<file path="src/rtl/gmii_rx_pkg.sv">
// Shared types and constants for the GMII frame receiver.
// Holds the receive FSM encoding and the CRC-32 constants.
package gmii_rx_pkg;

    typedef enum logic [1:0] {
        S_IDLE,
        S_PREAMBLE,
        S_DATA,
        S_DROP
    } state_t;

    localparam logic [7:0]  PREAMBLE_BYTE = 8'h55;
    localparam logic [7:0]  SFD_BYTE      = 8'hD5;
    localparam logic [31:0] CRC_POLY      = 32'h04C11DB7;
    localparam logic [31:0] CRC_INIT      = 32'hFFFFFFFF;
    localparam logic [31:0] CRC_RESIDUE   = 32'hC704DD7B;

    function automatic logic [31:0] bitrev32(input logic [31:0] v);
        logic [31:0] r;
        for (int i = 0; i < 32; i++) begin
            r[i] = v[31-i];
        end
        return r;
    endfunction

endpackage

</file>
<file path="src/rtl/crc32_d8.sv">
// Byte-wise reflected CRC-32 next-state function.
// Bits are consumed LSB first, as they arrive on the wire.
module crc32_d8
    import gmii_rx_pkg::*;
(
    input  logic [31:0] crc_i,
    input  logic [7:0]  data_i,
    output logic [31:0] crc_o
);

    localparam logic [31:0] POLY_R = bitrev32(CRC_POLY);

    always_comb begin
        crc_o = crc_i;
        for (int i = 0; i < 8; i++) begin
            if (crc_o[0] ^ data_i[i]) begin
                crc_o = (crc_o >> 1) ^ POLY_R;
            end else begin
                crc_o = crc_o >> 1;
            end
        end
    end

endmodule

</file>
<file path="src/rtl/gmii_frame_rx.sv">
// GMII receive framer: strips preamble/SFD and FCS, checks CRC,
// length and rx_er, and flags each frame good or bad on its last beat.
module gmii_frame_rx
    import gmii_rx_pkg::*;
#(
    parameter int MIN_FRAME = 64,
    parameter int MAX_FRAME = 1518
) (
    input  logic        clock,
    input  logic        reset,
    input  logic [7:0]  gmii_rxd,
    input  logic        gmii_rx_dv,
    input  logic        gmii_rx_er,
    output logic [7:0]  out_data,
    output logic        out_valid,
    output logic        out_last,
    output logic        out_good,
    output logic        out_bad,
    output logic [15:0] frame_count,
    output logic [15:0] err_count
);

    localparam int CW = $clog2(MAX_FRAME + 2);

    state_t          state_q, state_d;
    logic [CW-1:0]   cnt_q, cnt_d;
    logic [31:0]     crc_q, crc_d, crc_nx;
    logic [4:0][7:0] dl_q, dl_d;
    logic            err_q, err_d;
    logic [7:0]      data_q, data_d;
    logic            valid_q, valid_d;
    logic            last_q, last_d;
    logic            good_q, good_d;
    logic            bad_q, bad_d;
    logic [15:0]     fcnt_q, fcnt_d;
    logic [15:0]     ecnt_q, ecnt_d;
    logic            runt;
    logic            frame_ok;

    crc32_d8 u_crc (
        .crc_i  (crc_q),
        .data_i (gmii_rxd),
        .crc_o  (crc_nx)
    );

    assign frame_ok = (bitrev32(crc_q) == CRC_RESIDUE) && !err_q
                   && (cnt_q >= CW'(MIN_FRAME))
                   && (cnt_q <= CW'(MAX_FRAME));

    always_comb begin
        state_d = state_q;
        cnt_d   = cnt_q;
        crc_d   = crc_q;
        dl_d    = dl_q;
        err_d   = err_q;
        data_d  = '0;
        valid_d = 1'b0;
        last_d  = 1'b0;
        good_d  = 1'b0;
        bad_d   = 1'b0;
        fcnt_d  = fcnt_q;
        ecnt_d  = ecnt_q;
        runt    = 1'b0;

        unique case (state_q)
            S_IDLE, S_PREAMBLE: begin
                cnt_d = '0;
                crc_d = CRC_INIT;
                dl_d  = '0;
                err_d = 1'b0;
                if (!gmii_rx_dv) begin
                    state_d = S_IDLE;
                end else begin
                    unique case (1'b1)
                        gmii_rxd == PREAMBLE_BYTE: state_d = S_PREAMBLE;
                        gmii_rxd == SFD_BYTE:      state_d = S_DATA;
                        default:                   state_d = S_DROP;
                    endcase
                end
            end
            S_DATA: begin
                if (!gmii_rx_dv) begin
                    state_d = S_IDLE;
                    if (cnt_q >= CW'(5)) begin
                        data_d  = dl_q[4];
                        valid_d = 1'b1;
                        last_d  = 1'b1;
                        good_d  = frame_ok;
                        bad_d   = !frame_ok;
                    end else begin
                        runt = 1'b1;
                    end
                end else begin
                    crc_d = crc_nx;
                    dl_d  = {dl_q[3:0], gmii_rxd};
                    cnt_d = cnt_q + CW'(1);
                    if (gmii_rx_er) begin
                        err_d = 1'b1;
                    end
                    if (cnt_q >= CW'(5)) begin
                        data_d  = dl_q[4];
                        valid_d = 1'b1;
                    end
                    // Oversize: close the frame now, drop the rest
                    if (cnt_q == CW'(MAX_FRAME)) begin
                        last_d  = 1'b1;
                        bad_d   = 1'b1;
                        state_d = S_DROP;
                    end
                end
            end
            S_DROP: begin
                if (!gmii_rx_dv) begin
                    state_d = S_IDLE;
                end
            end
            default: state_d = S_IDLE;
        endcase

        if (good_d && fcnt_q != 16'hFFFF) begin
            fcnt_d = fcnt_q + 16'd1;
        end
        if ((bad_d || runt) && ecnt_q != 16'hFFFF) begin
            ecnt_d = ecnt_q + 16'd1;
        end
    end

    always_ff @(posedge clock) begin
        if (reset) begin
            state_q <= S_IDLE;
            cnt_q   <= '0;
            crc_q   <= CRC_INIT;
            dl_q    <= '0;
            err_q   <= 1'b0;
            data_q  <= '0;
            valid_q <= 1'b0;
            last_q  <= 1'b0;
            good_q  <= 1'b0;
            bad_q   <= 1'b0;
            fcnt_q  <= '0;
            ecnt_q  <= '0;
        end else begin
            state_q <= state_d;
            cnt_q   <= cnt_d;
            crc_q   <= crc_d;
            dl_q    <= dl_d;
            err_q   <= err_d;
            data_q  <= data_d;
            valid_q <= valid_d;
            last_q  <= last_d;
            good_q  <= good_d;
            bad_q   <= bad_d;
            fcnt_q  <= fcnt_d;
            ecnt_q  <= ecnt_d;
        end
    end

    assign out_data    = data_q;
    assign out_valid   = valid_q;
    assign out_last    = last_q;
    assign out_good    = good_q;
    assign out_bad     = bad_q;
    assign frame_count = fcnt_q;
    assign err_count   = ecnt_q;

endmodule
</file>
<file path="config.mk">
export PLATFORM = sky130hd
export DESIGN_NAME = gmii_frame_rx
export DESIGN_NICKNAME = d
export VERILOG_FILES = /design/src/rtl/gmii_rx_pkg.sv /design/src/rtl/crc32_d8.sv /design/src/rtl/gmii_frame_rx.sv
export SDC_FILE = /design/constraint.sdc
export NUM_CORES = 1
export LEC_CHECK = 0
export CORE_MARGIN = 2
export CORE_UTILIZATION = 35
export DETAILED_ROUTE_END_ITERATION = 10
export GPL_TIMING_DRIVEN = 0
export PLACE_DENSITY_LB_ADDON = 0.15
export SYNTH_ARGS = -nofsm -noshare
export SYNTH_HDL_FRONTEND = slang
export SYNTH_HIERARCHICAL = 1
export SYNTH_SLANG_ARGS = --single-unit
</file>
<file path="constraint.sdc">
create_clock -name clock -period 3.7 [get_ports clock]
set_clock_uncertainty 0.15 [all_clocks]
set_input_delay 0.74 -clock clock [delete_from_list [all_inputs] [get_ports clock]]
set_output_delay 0.74 -clock clock [all_outputs]
set_load 0.005 [all_outputs]
</file>
; ---- After elaboration in Yosys (flattened, before gate mapping)
; Cells that the tools add are included.
[totals]
wordCells = 104
reg_bits = 130
[classes]
bitwise_logic = 18
eq_ne = 13
magnitude_cmp = 3
mux = 35
add_sub_neg = 3
reduce_logical = 16
[ops]
columns = cell, n
row1 = 32-bit 2-to-1 mux, 9
row2 = 13-bit NOT with 14-bit output, 8
row3 = 40-bit one-hot mux with 2 select lines, 1
row4 = 32-bit one-hot mux with 2 select lines, 1
row5 = 40-bit 2-to-1 mux, 1
row6 = "16-bit by 1-bit adder with 16-bit output, second input constant", 2
row7 = "32-bit == test, second input constant", 1
row8 = "16-bit inequality test, second input constant", 2
row9 = 11-bit one-hot mux with 2 select lines, 1
row10 = 1-bit 2-to-1 mux, 14
row11 = "11-bit by 1-bit adder with 11-bit output, second input constant", 1
row12 = "11-bit == test, second input constant", 1
row13 = "11-bit by 3-bit greater-or-equal comparator with 1-bit output, second input constant", 1
row14 = "11-bit by 7-bit greater-or-equal comparator with 1-bit output, second input constant", 1
row15 = "11-bit <= comparator, second input constant", 1
row16 = 11-bit 2-to-1 mux, 1
row17 = "8-bit by 7-bit == test with 1-bit output, second input constant", 1
row18 = "8-bit == test, second input constant", 1
row19 = 2-bit 2-to-1 mux, 4
row20 = 1-bit XOR, 8
row21 = "2-bit inequality test, second input constant", 3
row22 = 2-bit one-hot mux with 3 select lines, 1
row23 = 1-bit logical AND, 5
row24 = "2-bit == test, second input constant", 2
row25 = other kinds (13), 17

; ---- Logic depth before layout (Yosys ltp)
; Gate-level depths: netlist of run 1.
[logic_depth]
ltp_word = 18
mapped_depth = 9

; ---- By module
; The synthesis of run 1 kept the hierarchy.
[modules_own_cells]
columns = mod, cells_per_inst, seq_area_each_um2, instances, area_each_um2
row1 = gmii_frame_rx, 506, 2602.5, 1, 5127.4
row2 = crc32_d8, 70, 0.0, 1, 769.5

; ---- Worst setup path after synthesis of run 1
; No wires, ideal clock.
[synth_timing]
path_kind = flip-flop to flip-flop
startpoint = register crc_q[1]
endpoint = register fcnt_q[13], in the netlist frame_count[13]
period_less_slack_ps = 2627
arrival_time_ps = 2354
setup_time_ps = 123
path_slack_ps = 1073
path_stages_with_launch = 7
n_path_buf = 1
required_time_ps = 3427
cell_sequence = dfxtp_1 > or4b_1 > or4_4 > nand4b_4 > buf_2 > nor4_1 > mux2_1
[synth_via]
elab_chain_len = 8
[synth_rtl]
columns = element, line_no
row1 = "start, declared", gmii_frame_rx.sv:27  ; logic [31:0] crc_q, crc_d, crc_nx;
row2 = "start signal, assigned", gmii_frame_rx.sv:145  ; crc_q <= crc_d;
row3 = 32-bit == test, gmii_frame_rx.sv:46  ; assign frame_ok = (bitrev32(crc_q) == CRC_RESIDUE) && !err_q
row4 = 1-bit logical AND, gmii_frame_rx.sv:46
row5 = 1-bit logical AND, gmii_frame_rx.sv:47  ; && (cnt_q >= CW'(MIN_FRAME))
row6 = 1-bit logical AND, gmii_frame_rx.sv:48  ; && (cnt_q <= CW'(MAX_FRAME));
row7 = 1-bit 2-to-1 mux, gmii_frame_rx.sv:84  ; if (cnt_q >= CW'(5)) begin
row8 = 1-bit 2-to-1 mux, gmii_frame_rx.sv:82  ; if (!gmii_rx_dv) begin
row9 = 1-bit 2-to-1 mux, gmii_frame_rx.sv:65  ; unique case (state_q)
row10 = 1-bit logical AND, gmii_frame_rx.sv:120  ; if (good_d && fcnt_q != 16'hFFFF) begin
row11 = "end signal, assigned", gmii_frame_rx.sv:153  ; fcnt_q <= fcnt_d;
row12 = "end, declared", gmii_frame_rx.sv:35  ; logic [15:0] fcnt_q, fcnt_d;
; No other way between the ends.
; A chain may end at the register's enable or synchronous reset.

; ---- Final worst setup path of run 1
[layout_timing]
startpoint = input port gmii_rx_dv
endpoint = register ecnt_q[13], in the netlist err_count[13]
[layout_via]
elab_chain_len = 4
word_cells_on_any_way = 6
[layout_rtl]
columns = element, line_no
row1 = "start, declared", gmii_frame_rx.sv:12  ; input logic gmii_rx_dv,
row2 = 1-bit 2-to-1 mux, gmii_frame_rx.sv:82
row3 = 1-bit 2-to-1 mux, gmii_frame_rx.sv:65
row4 = 1-bit logical OR *, gmii_frame_rx.sv:123  ; if ((bad_d || runt) && ecnt_q != 16'hFFFF) begin
row5 = 1-bit logical AND *, gmii_frame_rx.sv:123
row6 = "end signal, assigned", gmii_frame_rx.sv:154  ; ecnt_q <= ecnt_d;
row7 = "end, declared", gmii_frame_rx.sv:36  ; logic [15:0] ecnt_q, ecnt_d;
; Every way passes the cells marked *; elsewhere a longest branch is shown, timed or not.

==> impl_metrics.ini, run 1 <==
[clocking]
clock_path_buffers = 2
tritoncts = done
post_cts_buffers = 0
cts.htree.levels = 4
clock-root-buffer = clkbuf_16
post_cts_resized = 0
numCtsBuffers = 17
clock_sinks = 130
ctsHoldBuffers = 0
path_clk_slew_ps = 60
clkLatencyLatePin_ps = 420

[worst_setup_path]
critPathSlowestCell = clkdlybuf4s50_1
cp-end-kind = flip-flop
r2r_start = cnt_q[0]
crit_family = buffers and inverters
path_cells = clkdlybuf4s50_1 -> inv_1 -> a41oi_1 -> or3_1 -> clkbuf_1 -> clkbuf_1 -> clkbuf_1 -> o31ai_1 -> a21oi_1
required_ps = 3900
path_max_fanout = 10
critPathMostFrequentCell = clkbuf_1
crit_arrival_ps = 3480
r2r-end = err_count[13]
crit_type = input pin to flip-flop
ff2ff_path_depth = 8
slowest_delay_ps = 620
critPathLaunchType = input pin
critical_path_buf_inv_count = 5
rrSetupSlack_ps = 670

[place]
gp_congestion = 0.836
place_ws_ps = 23.7
dp_hpwl_mm = 10.5
placed_area_sq_mm = 0.00672
io_buffers = 55

[logic_synthesis]
synth-main-ff-cell = dfxtp_1
yosysMostFrequentCell = dfxtp_1
synthDistinctLibCells = 60
ys_warn_count = 6
synth_common_cells = 130 x dfxtp_1, 47 x xnor2_1, 40 x a22o_1
async_flop_share_pct = 0
syn_inst = 576
synth_edf_count = 0
postSynthAreaPerCell_sq_um = 10.2
synthesis.area_sq_mm = 0.00590
ys_seq_elements = 130
netlist.area_leader.share_pct = 44.1
ys_top_cells_by_area = dfxtp_1 44%, xnor2_1 7.0%, a22o_1 5.9%
yosys.area.top_type = dfxtp_1
ys_seq_area_share_pct = 44.1
syn-num-nets = 593

[hold_path]
min_to = dl_q[32]
min_path_cells = 1
hp-class = flip-flop to flip-flop
min_from = dl_q[32]

[route]
wl_per_cell_um = 16.1
drt-initial-drc-count = 255
drtAntennaViolNets = 0
drt-pass1-iter-count = 4
via_per_inst = 5.25
vias = 4634
drc = 0
routed_wl_mm = 14.2

[timing]
setup_viol = 0
hold_violations = 0
hold_ws_ps = 317
finalCritPeriodShare_pct = 88.6
rsz0062_at_grt = false
tns_ps = 0
finalMaxSlewViolations = 0
tightest_slew_ps = 795
max_slew_margin_pct = 46.3
timing.fmax_mhz = 305
fin_ws_ps = 422
period_minus_slack_ps = 3280

[power_and_ir_drop]
power.leakage_nw = 2.50
power.density_mw_per_mm2 = 473
irDropWorstVdd_uv = 331

[floorplan]
core_area_sq_mm = 0.0165
die_area_sq_mm = 0.0179
pin_count = 56
die_h_um = 134
die_w_um = 134
start_util_pct = 35.7
row_count = 47

[run]
drv_cap = 0

[cells_and_area]
nets = 667
area_growth_pct = 24.1
final_area_sq_mm = 0.00732
n_antenna_cell = 0
layout-drive-gt1-share_pct = 8.75

[global_route]
grt-ovfl-total = 0
track_usage_pct = 16.7
grt_first_pass_wirelength_mm = 23.6
grt_max_degree = 17
antenna_found_initial = 0
grt_pass1_vias = 4475

[outcome]
status = finished, final reports clean
==> area by class of cell <==
type / count / area, sq um
Inverter: 10 / 37.5
Buffer: 36 / 149
Tap cell: 220 / 275
Fill cell: 1584 / 9200
Multi-Input combinational cell: 400 / 3110
Timing Repair Buffer: 55 / 551
Sequential cell: 130 / 2600
Clock buffer: 17 / 425
Clock inverter: 15 / 173
==> power breakdown <==
| group | switching, mW | internal (mW) |
|---|---|---|
| registers | 0.0174 | 1.42 |
| clock network | 0.676 | 1.01 |
| logic | 0.181 | 0.166 |
==> flip-flops by register name, indices dropped and copies added (netlist names) <==
register / count
cnt_q: 11
crc_q: 32
dl_q: 40
err_count: 16
err_q: 1
frame_count: 16
out_bad: 1
out_data: 8
out_good: 1
out_last: 1
out_valid: 1
state_q: 2
==> cells in the final DEF (no fill, tap or decap), drive strengths merged, types with 4 or more instances in the layout <==
cell type and count:
a21oi 22, a22o 40, and2 4, and3 12
buf 5, clkbuf 48, clkdlybuf4s50 55, clkinvlp 5
dfxtp 130, ha 5, inv 16, mux2 10
nand2 15, nand2b 6, nand3 10, nand4 14
nand4b 5, nor2 36, nor2b 12, nor3 5
nor4 13, nor4b 4, o2111ai 5, o21ai 6
o22a 31, o31ai 16, or2 4, or4 18
or4b 5, xnor2 53, xor2 23
==> worst max-delay path by stage <==
stage	start	to	slack (ps)	cells past startpoint
global route	gmii_rx_dv	err_count[7]	180	9
detailed placement	gmii_rx_dv	err_count[9]	20	9
finish	gmii_rx_dv	err_count[13]	420	9
floorplan	crc_q[1]	frame_count[13]	1070	6
CTS	gmii_rx_dv	err_count[13]	480	9
global placement	gmii_rx_dv	err_count[6]	130	9
==> layer usage <==
metal	up-vias	part of all wire (%)	global-route usage, %	routed length (um)
met5	-	0	0	0
met4	0	1.7	6.32	240
met3	18	3.5	3.67	493
met2	98	47	26.7	6690
met1	2225	48	22.1	6810
li1	2293	-	-	-
==> cell families (layout without fill, tap and decap cells) <==
| group | after synthesis | count (layout) | share of synthesized area [%] |
|---|---|---|---|
| and+or+nand+nor | 175 | 175 | 18.0 |
| buffers and inverters | 46 | 133 | 3.16 |
| muxes | 11 | 11 | 2.08 |
| DFF | 130 | 130 | 44.1 |
| AOI/OAI and AO/OA | 130 | 130 | 17.1 |
| adders and majority gates | 5 | 5 | 1.06 |
| xor gates and xnor gates | 79 | 79 | 14.4 |
==> worst reg2reg max path, cell delays in order (launching register included) <==
cell	delay, ps
dfxtp_1	380
nor4b_1	460
a41oi_1	280
or3_1	400
clkbuf_1	200
clkbuf_1	290
clkbuf_1	320
o31ai_1	300
a21oi_1	100
==> per-stage QoR <==
stage	utilization, %	power, mW	instances
after global routing	44.3	3.60	883
after CTS	44.3	3.50	883
after global placement	40.7	1.81	851
after detailed placement	40.7	1.81	851
final	44.3	3.47	883
after floorplan	-	1.73	576
(Power assumes the default switching activity.)
==> run 2: changes to the inputs <==
--- a/config.mk
+++ b/config.mk
@@ -8,7 +8,6 @@
 export CORE_MARGIN = 2
 export CORE_UTILIZATION = 35
 export DETAILED_ROUTE_END_ITERATION = 10
-export GPL_TIMING_DRIVEN = 0
 export PLACE_DENSITY_LB_ADDON = 0.15
 export SYNTH_ARGS = -nofsm -noshare
 export SYNTH_HDL_FRONTEND = slang
==> impl_metrics.ini, run 2 (synthesis gave the netlist of run 1 again) <==
[outcome]
status = finished, final reports clean

[clocking]
clock-root-buffer = clkbuf_16
post_cts_buffers = 0
cts.htree.levels = 4
clock_path_buffers = 2
tritoncts = done
post_cts_resized = 0
path_clk_slew_ps = 60
numCtsBuffers = 17
clock_sinks = 130
ctsHoldBuffers = 0
clkLatencyLatePin_ps = 420

[worst_setup_path]
crit_type = flip-flop to flip-flop
path_max_fanout = 22
r2r_start = crc_q[1]
critPathLaunchType = flip-flop
rrSetupSlack_ps = 700
cp-end-kind = flip-flop
ff2ff_path_depth = 5
crit_arrival_ps = 3160
r2r-end = frame_count[7]
required_ps = 3850

[timing]
finalMaxSlewViolations = 0
tightest_slew_ps = 824
hold_violations = 0
setup_viol = 0
period_minus_slack_ps = 3000
finalCritPeriodShare_pct = 81.2
hold_ws_ps = 315
rsz0062_at_grt = false
max_slew_margin_pct = 44.3
timing.fmax_mhz = 333
tns_ps = 0

[route]
drt-initial-drc-count = 231
via_per_inst = 5.30
drt-pass1-iter-count = 4
drc = 0
wl_per_cell_um = 15.6
vias = 4549
routed_wl_mm = 13.4
drtAntennaViolNets = 0

[cells_and_area]
final_cell_mix = 130 x dfxtp_1, 55 x clkdlybuf4s50_1, 47 x xnor2_1
area_growth_pct = 24.0
final_area_sq_mm = 0.00731
nFillCells = 1589
top_register = dl_q
layout_commonest_cell = dfxtp_1
reg.largest.list = dl_q (40), crc_q (32)
n_antenna_cell = 0
multi_input_area_sq_mm = 0.00312
largest_reg_flops = 40
nets = 644
layout.cells.non_filler = 859
layout-drive-gt1-share_pct = 10.6
seq_area_sq_mm = 0.00260

[power_and_ir_drop]
switching_share_pct = 23.5
irDropWorstVdd_uv = 329
p_seq_share_pct = 40.3
power.leakage_nw = 2.52
comb_power_share_pct = 9.8
p_sw_uw = 834
clkPwrFrac_pct = 49.9
power.density_mw_per_mm2 = 486
intPower_mw = 2.72

[global_route]
grt_first_pass_wirelength_mm = 22.6
grtUsageMet2_pct = 25.2
grt_busiest_layer = met2
grtUsageMet3_pct = 4.31
grt.met1_usage_pct = 20.5
grt_pass1_vias = 4437
grt-ovfl-total = 0
grt_max_degree = 46
track_usage_pct = 15.6
antenna_found_initial = 0

[floorplan]
row_count = 47
start_util_pct = 35.7
core_area_sq_mm = 0.0165
die_h_um = 134
pin_count = 56
die_area_sq_mm = 0.0179
die_w_um = 134

[place]
gp_congestion = 0.841
dp_cells = 828
placed_area_sq_mm = 0.00669
io_buffers = 55
dp_hpwl_mm = 9.34

[hold_path]
min_from = dl_q[16]
hp-class = flip-flop to flip-flop
min_path_cells = 1
min_to = dl_q[24]

[run]
drv_cap = 0
## run 2: changes by cell type in the layout (fill, tap and decap cells not counted), sizes merged
cell      delta
inv          -2
bufinv       +2
clkbuf      -31
buf          +8
clkinvlp     -2
clkinv       +1
## run 2: critical path, stage by stage (launching register included)
cell and delay [ps]:
dfxtp_1 440, or4b_1 530, or4_4 600, nand4b_4 380, nor4_1 430, mux2_1 350
## run 2: metrics by stage
stage               worst slack (ps)  total power, mW  utilization, %
detailed placement               504             1.82            40.5
floorplan                       1070             1.73               -
global placement                 545             1.82            40.5
CTS                              708             3.60            44.3
global route                     506             3.71            44.3
finish                           695             3.56            44.3
## run 2: worst max path at each step
| stage | start | endpoint | slack (ps) | cells past startpoint |
|---|---|---|---|---|
| finish | crc_q[1] | frame_count[7] | 700 | 5 |
| global route | cnt_q[0] | frame_count[2] | 510 | 6 |
| CTS | crc_q[1] | frame_count[7] | 710 | 5 |
| detailed placement | gmii_rxd[1] | crc_q[20] | 500 | 6 |
| global placement | gmii_rx_dv | err_count[10] | 540 | 6 |
| floorplan | crc_q[1] | frame_count[13] | 1070 | 6 |
## run 2: per-layer routing
metal | up-vias | wire length, um
li1 | 2245 | -
met1 | 2225 | 6550
met2 | 71 | 6370
met3 | 8 | 408
met4 | 0 | 89
met5 | - | 0
## run 2: power by group through the flow
stage          Clock, mW  Sequential [mW]  Combinational, mW
2_1_floorplan          0             1.46              0.269
3_3_place_gp           0             1.46              0.353
3_5_place_dp           0             1.46              0.351
4_1_cts             1.81             1.43              0.353
5_1_grt             1.89             1.43              0.380
6_report            1.77             1.43              0.350
## run 2: layout make-up
type	count	area share [%]
multi-input combinational	400	42.7
sequential	130	35.6
timing repair buffer	68	8.86
clock buffer	17	5.82
tap	220	3.76
clock inverter	14	2.77
inverter	10	0.513
==> run 3: changes to the inputs <==
==> constraint.sdc (replaced) <==
create_clock -name clock -period 2.55 [get_ports clock]
set_clock_uncertainty 0.15 [all_clocks]
set_input_delay 0.51 -clock clock [delete_from_list [all_inputs] [get_ports clock]]
set_output_delay 0.51 -clock clock [all_outputs]
set_load 0.005 [all_outputs]
==> impl_metrics.ini, run 3 (synthesis gave the netlist of run 1 again) <==
[clocking]
clock_sinks = 130
numCtsBuffers = 17
cts.htree.levels = 4
clock-root-buffer = clkbuf_16
clock_path_buffers = 2
path_clk_slew_ps = 60
clkLatencyLatePin_ps = 410
ctsHoldBuffers = 0
tritoncts = done

[timing]
max_slew_margin_pct = 64.9
finalCritPeriodShare_pct = 102
finalMaxSlewViolations = 0
hold_violations = 0
fin_ws_ps = -46.5
timing.fmax_mhz = 385
tightest_slew_ps = 519
rsz0062_at_grt = true
setup_viol = 12
period_minus_slack_ps = 2600
hold_ws_ps = 304

[worst_setup_path]
crit_family = simple AND/OR/NAND/NOR gates
critical_path_buf_inv_count = 1
critPathSlowestCell = or4b_4
path_cells = or4b_4 -> or4_4 -> nand4b_4 -> buf_12 -> nor4_4 -> mux2_4
ff2ff_path_depth = 6
path_max_fanout = 11
crit_type = flip-flop to flip-flop
required_ps = 2700
r2r_start = crc_q[2]
slowest_delay_ps = 540
critPathLaunchType = flip-flop
rrSetupSlack_ps = -50
cp-end-kind = flip-flop
crit_arrival_ps = 2750
r2r-end = frame_count[7]

[cells_and_area]
final_cell_mix = 129 x dfxtp_1, 74 x buf_4, 55 x clkdlybuf4s50_1
largest_reg_flops = 40
top_register = dl_q
layout-drive-gt1-share_pct = 22.4
reg.largest.list = dl_q (40), crc_q (32)
n_antenna_cell = 0
area_growth_pct = 37.1
nets = 715
layout.cells.non_filler = 930
fin_util_pct = 48.9
layout_commonest_cell = dfxtp_1

[floorplan]
start_util_pct = 35.7
row_count = 47
core_area_sq_mm = 0.0165
die_w_um = 134
pin_count = 56
die_h_um = 134
die_area_sq_mm = 0.0179

[outcome]
violations = setup timing
status = finished with violations

[power_and_ir_drop]
power.density_mw_per_mm2 = 628
power.leakage_nw = 2.95
irDropWorstVdd_uv = 446

[place]
gp_congestion = 0.843
dp_hpwl_mm = 10.0
io_buffers = 55
place_ws_ps = -152
dp_cells = 894

[global_route]
grt_max_degree = 46
grt_pass1_vias = 4579
grt-ovfl-total = 0
track_usage_pct = 16.6
grt_first_pass_wirelength_mm = 23.7
antenna_found_initial = 0

[hold_path]
hp-class = flip-flop to flip-flop
min_from = dl_q[7]
min_to = dl_q[7]
min_path_cells = 2

[route]
drt-pass1-iter-count = 4
drc = 0
drt-initial-drc-count = 273
routed_wl_mm = 14.5
vias = 4838
drtAntennaViolNets = 0
via_per_inst = 5.20
wl_per_cell_um = 15.6

[run]
drv_cap = 0
[run 3: cell count changes in the layout (fill, tap and decap cells not counted), sizes merged]
cell and change:
buf +68, bufbuf +1, bufinv -2, clkbuf +7, clkinv +1, inv -4
[run 3: power breakdown]
group | internal [mW] | switching (mW) | leakage, nW | total, mW
combinational | 0.321 | 0.283 | 1.62 | 0.605
clock | 1.51 | 0.887 | 0.278 | 2.39
sequential | 2.06 | 0.0204 | 1.05 | 2.08
[run 3: final cells by class]
cell class	instances	area, sq um
Fill cell	1510	8440
Inverter	10	37.5
Multi-Input combinational cell	400	3290
Tap cell	220	275
Clock inverter	9	106
Sequential cell	130	2600
Clock buffer	22	474
Timing Repair Buffer	139	1300
[run 3: per-stage QoR]
stage          power (mW)  area, sq um  setup TNS, ps
6_report             5.07         8080           -317
4_1_cts              5.13         7960          -63.3
3_5_place_dp         2.72         7270          -1730
5_1_grt              5.28         8080          -2210
2_1_floorplan        2.51         5910              0
3_3_place_gp         2.72         7270           -856
[run 3: layer usage]
metal,vias to the layer above,track usage (%),part of all wire (%)
met5,-,0,0
met4,0,5.38,1.1
li1,2391,-,-
met1,2337,21.6,46
met2,95,27.4,49
met3,15,3.93,3.7
[run 3: repair_timing]
action                     4_1_cts  5_1_grt
setup endpoints to repair       10       31
buffers inserted                 1        2
pin swaps                        0        6
resized for setup               11       16
cloned                           1        1
[run 3: worst max path at each step]
stage	start	end	slack [ps]	cells past startpoint
floorplan	crc_q[2]	frame_count[2]	60	6
global placement	gmii_rxd[3]	crc_q[23]	-100	6
detailed placement	gmii_rxd[3]	crc_q[23]	-150	6
CTS	crc_q[2]	err_count[10]	-30	8
global route	crc_q[2]	err_count[3]	-110	8
finish	crc_q[2]	frame_count[7]	-50	6
[run 3: worst register-to-register path: stages, from the launching register on]
cell and delay (ps):
dfxtp_1 310, or4b_4 540, or4_4 460, nand4b_4 240, buf_12 200, nor4_4 260, mux2_4 320
==> RTL change, RTL diff (settings of run 3) <==
Set the parameter `MAX_FRAME` to 759 (it was 1518).
--- a/src/rtl/gmii_frame_rx.sv
+++ b/src/rtl/gmii_frame_rx.sv
@@ -6,3 +6,3 @@
     parameter int MIN_FRAME = 64,
-    parameter int MAX_FRAME = 1518
+    parameter int MAX_FRAME = 759
 ) (
Check against the original RTL: no difference found for any inputs over 10 cycles, from zero or initial values and one cycle with reset high; that may be too few to reach the edited logic, so the function may still have changed.
==> RTL change against run 3 <==
Final cell count fell by 5.5%; worst setup slack improved by 0.13 ns; maximum frequency rose by 5.3%; via count fell by 9.4%; total power rose by 2.6%; worst hold slack improved by 0.0012 ns; wire length fell by 11%; sequential cell count fell by 1; area after synthesis fell by 5.5%; design area fell by 7.8%; first-iteration DRC count rose by 35%.
==> RTL change: results (changes against run 3) <==
status complete, no violations; Wirelength per Cell 14.8 microns (-5.5%); P_sw 1.28 mW (+7.8%); Clock group 2.55 mW (+7%); reg2reg setup slack 0.08 ns (+0.13 ns); yosys warns 6 (unchanged); Arrival @ worst endpoint 2.67 ns (-0.08 ns); dpl hpwl 9.12 mm (-8.9%); placed cell area 6780 sq um (-6.7%); slowest CP cell or4_1; Setup WS pre-CTS -0.0873 ns (+0.0651 ns); vias 4383 (-9.4%); CP endpoint err_count[12]; Nets 668 (-6.6%); drt initial violations 369 (+35%); Filler Cells Inserted 1452 (-3.8%); share of layout cells above drive strength 1 17.9% (-4.4 points); vias in the first global route 4152 (-9.3%); most frequent cells after synthesis 129 x dfxtp_1, 45 x xnor2_1, 39 x a22o_1; CP top delay family simple AND/OR/NAND/NOR gates; gp weighted congestion 0.791 (-6.2%); R2R depth 8 (+2); global-route usage over all layers 15.9% (-0.79 points); post-synthesis compound-gate area fraction 19.1% (+2.0 points); first-pass GRT wire length 20.9 mm (-12%); type of the worst min-delay path flop to flop; logic gate share of total power 11.3% (-0.6 points); VDD IR max 471 uV (+5.6%); Synth Instances 546 (-5.2%); crit-path max FO 27 (+16); worst skew pair latency about 0.42 ns; post-synthesis sequential area ratio 46.3% (+2.2 points); ant diodes 0 (unchanged); Worst R2R Start cnt_q[0]; Synth async-reset ratio 0% (unchanged); Int Pwr 3.92 mW (+1.0%); input/output buffers 55 (unchanged); Vias/cell 4.99 (-4.1%); mux cell area share after synthesis 0.539% (-1.5 points); Top Registers dl_q: 40 flops, crc_q: 32 flops; slew margin rel. 65.4% (+0.45 points); Net Count, Synth 564 (-4.9%); synth top area cells dfxtp_1 46%, xnor2_1 7.1%, a22o_1 6.1%; adder-cell area share of the yosys netlist 1.35% (+0.29 points); placed cell count 847 (-5.3%); P_leak 2.64 nW (-11%); xor-xnor portion of the synthesized cell area 15.2% (+0.84 points); Final Cycle Share 96.7% (-5.1 points); largest net degree at the start of global routing 41 (-11%); Pre-Repair DR Iteration Count 4 (unchanged); CTS max path bufs 2 (unchanged); Synth cell types 51 (-15%)
==> RTL change: changes by cell type in the layout (fill, tap and decap cells not counted), sizes merged, moves of 8 or more <==
cell	run 3	this run
nand2	15	23
o21ai	6	21
nor2b	12	0
inv	10	20
nor2	36	24
or4	18	9
mux2	10	0
or3	3	19
o31ai	16	8
nor4	13	3
buf	81	56
a21oi	22	30
and3	12	2
==> RTL change: worst min path at each step <==
stage | startpoint | endpoint | slack (ns) | depth (start not counted)
global route | dl_q[36] | out_data[4] | 0.33 | 1
floorplan | dl_q[7] | dl_q[7] | 0.28 | 2
finish | dl_q[37] | out_data[5] | 0.31 | 1
global placement | dl_q[7] | dl_q[7] | 0.29 | 2
CTS | dl_q[33] | out_data[1] | 0.31 | 1
detailed placement | dl_q[32] | out_data[0] | 0.30 | 1
==> RTL change: layout make-up <==
cell class	count	area (sq um)	area share (%)
multi-input combinational	379	2900	38.9
sequential	129	2590	34.7
clock buffer	17	425	5.70
timing repair buffer	111	1030	13.9
inverter	12	45.0	0.604
tap	216	270	3.62
clock inverter	15	195	2.62
==> RTL change: logic make-up after synthesis <==
logic type      after synthesis
flops                       129
mux                           3
buf+inv                      38
simple gates                145
compound gates              146
fa+ha+maj                     6
xor+xnor                     79
==> RTL change: layer usage <==
metal / GRT usage (%) / up-vias / share of wire [%]
li1: - / 2218 / -
met1: 20.4 / 2077 / 49
met2: 25.3 / 67 / 46
met3: 3.94 / 21 / 3.1
met4: 6.77 / 0 / 2.0
met5: 0 / - / 0
==> RTL change: timing repair <==
item	4_1_cts	5_1_grt
setup buffers	0	0
resized for setup	0	13
setup endpoints to repair	0	21
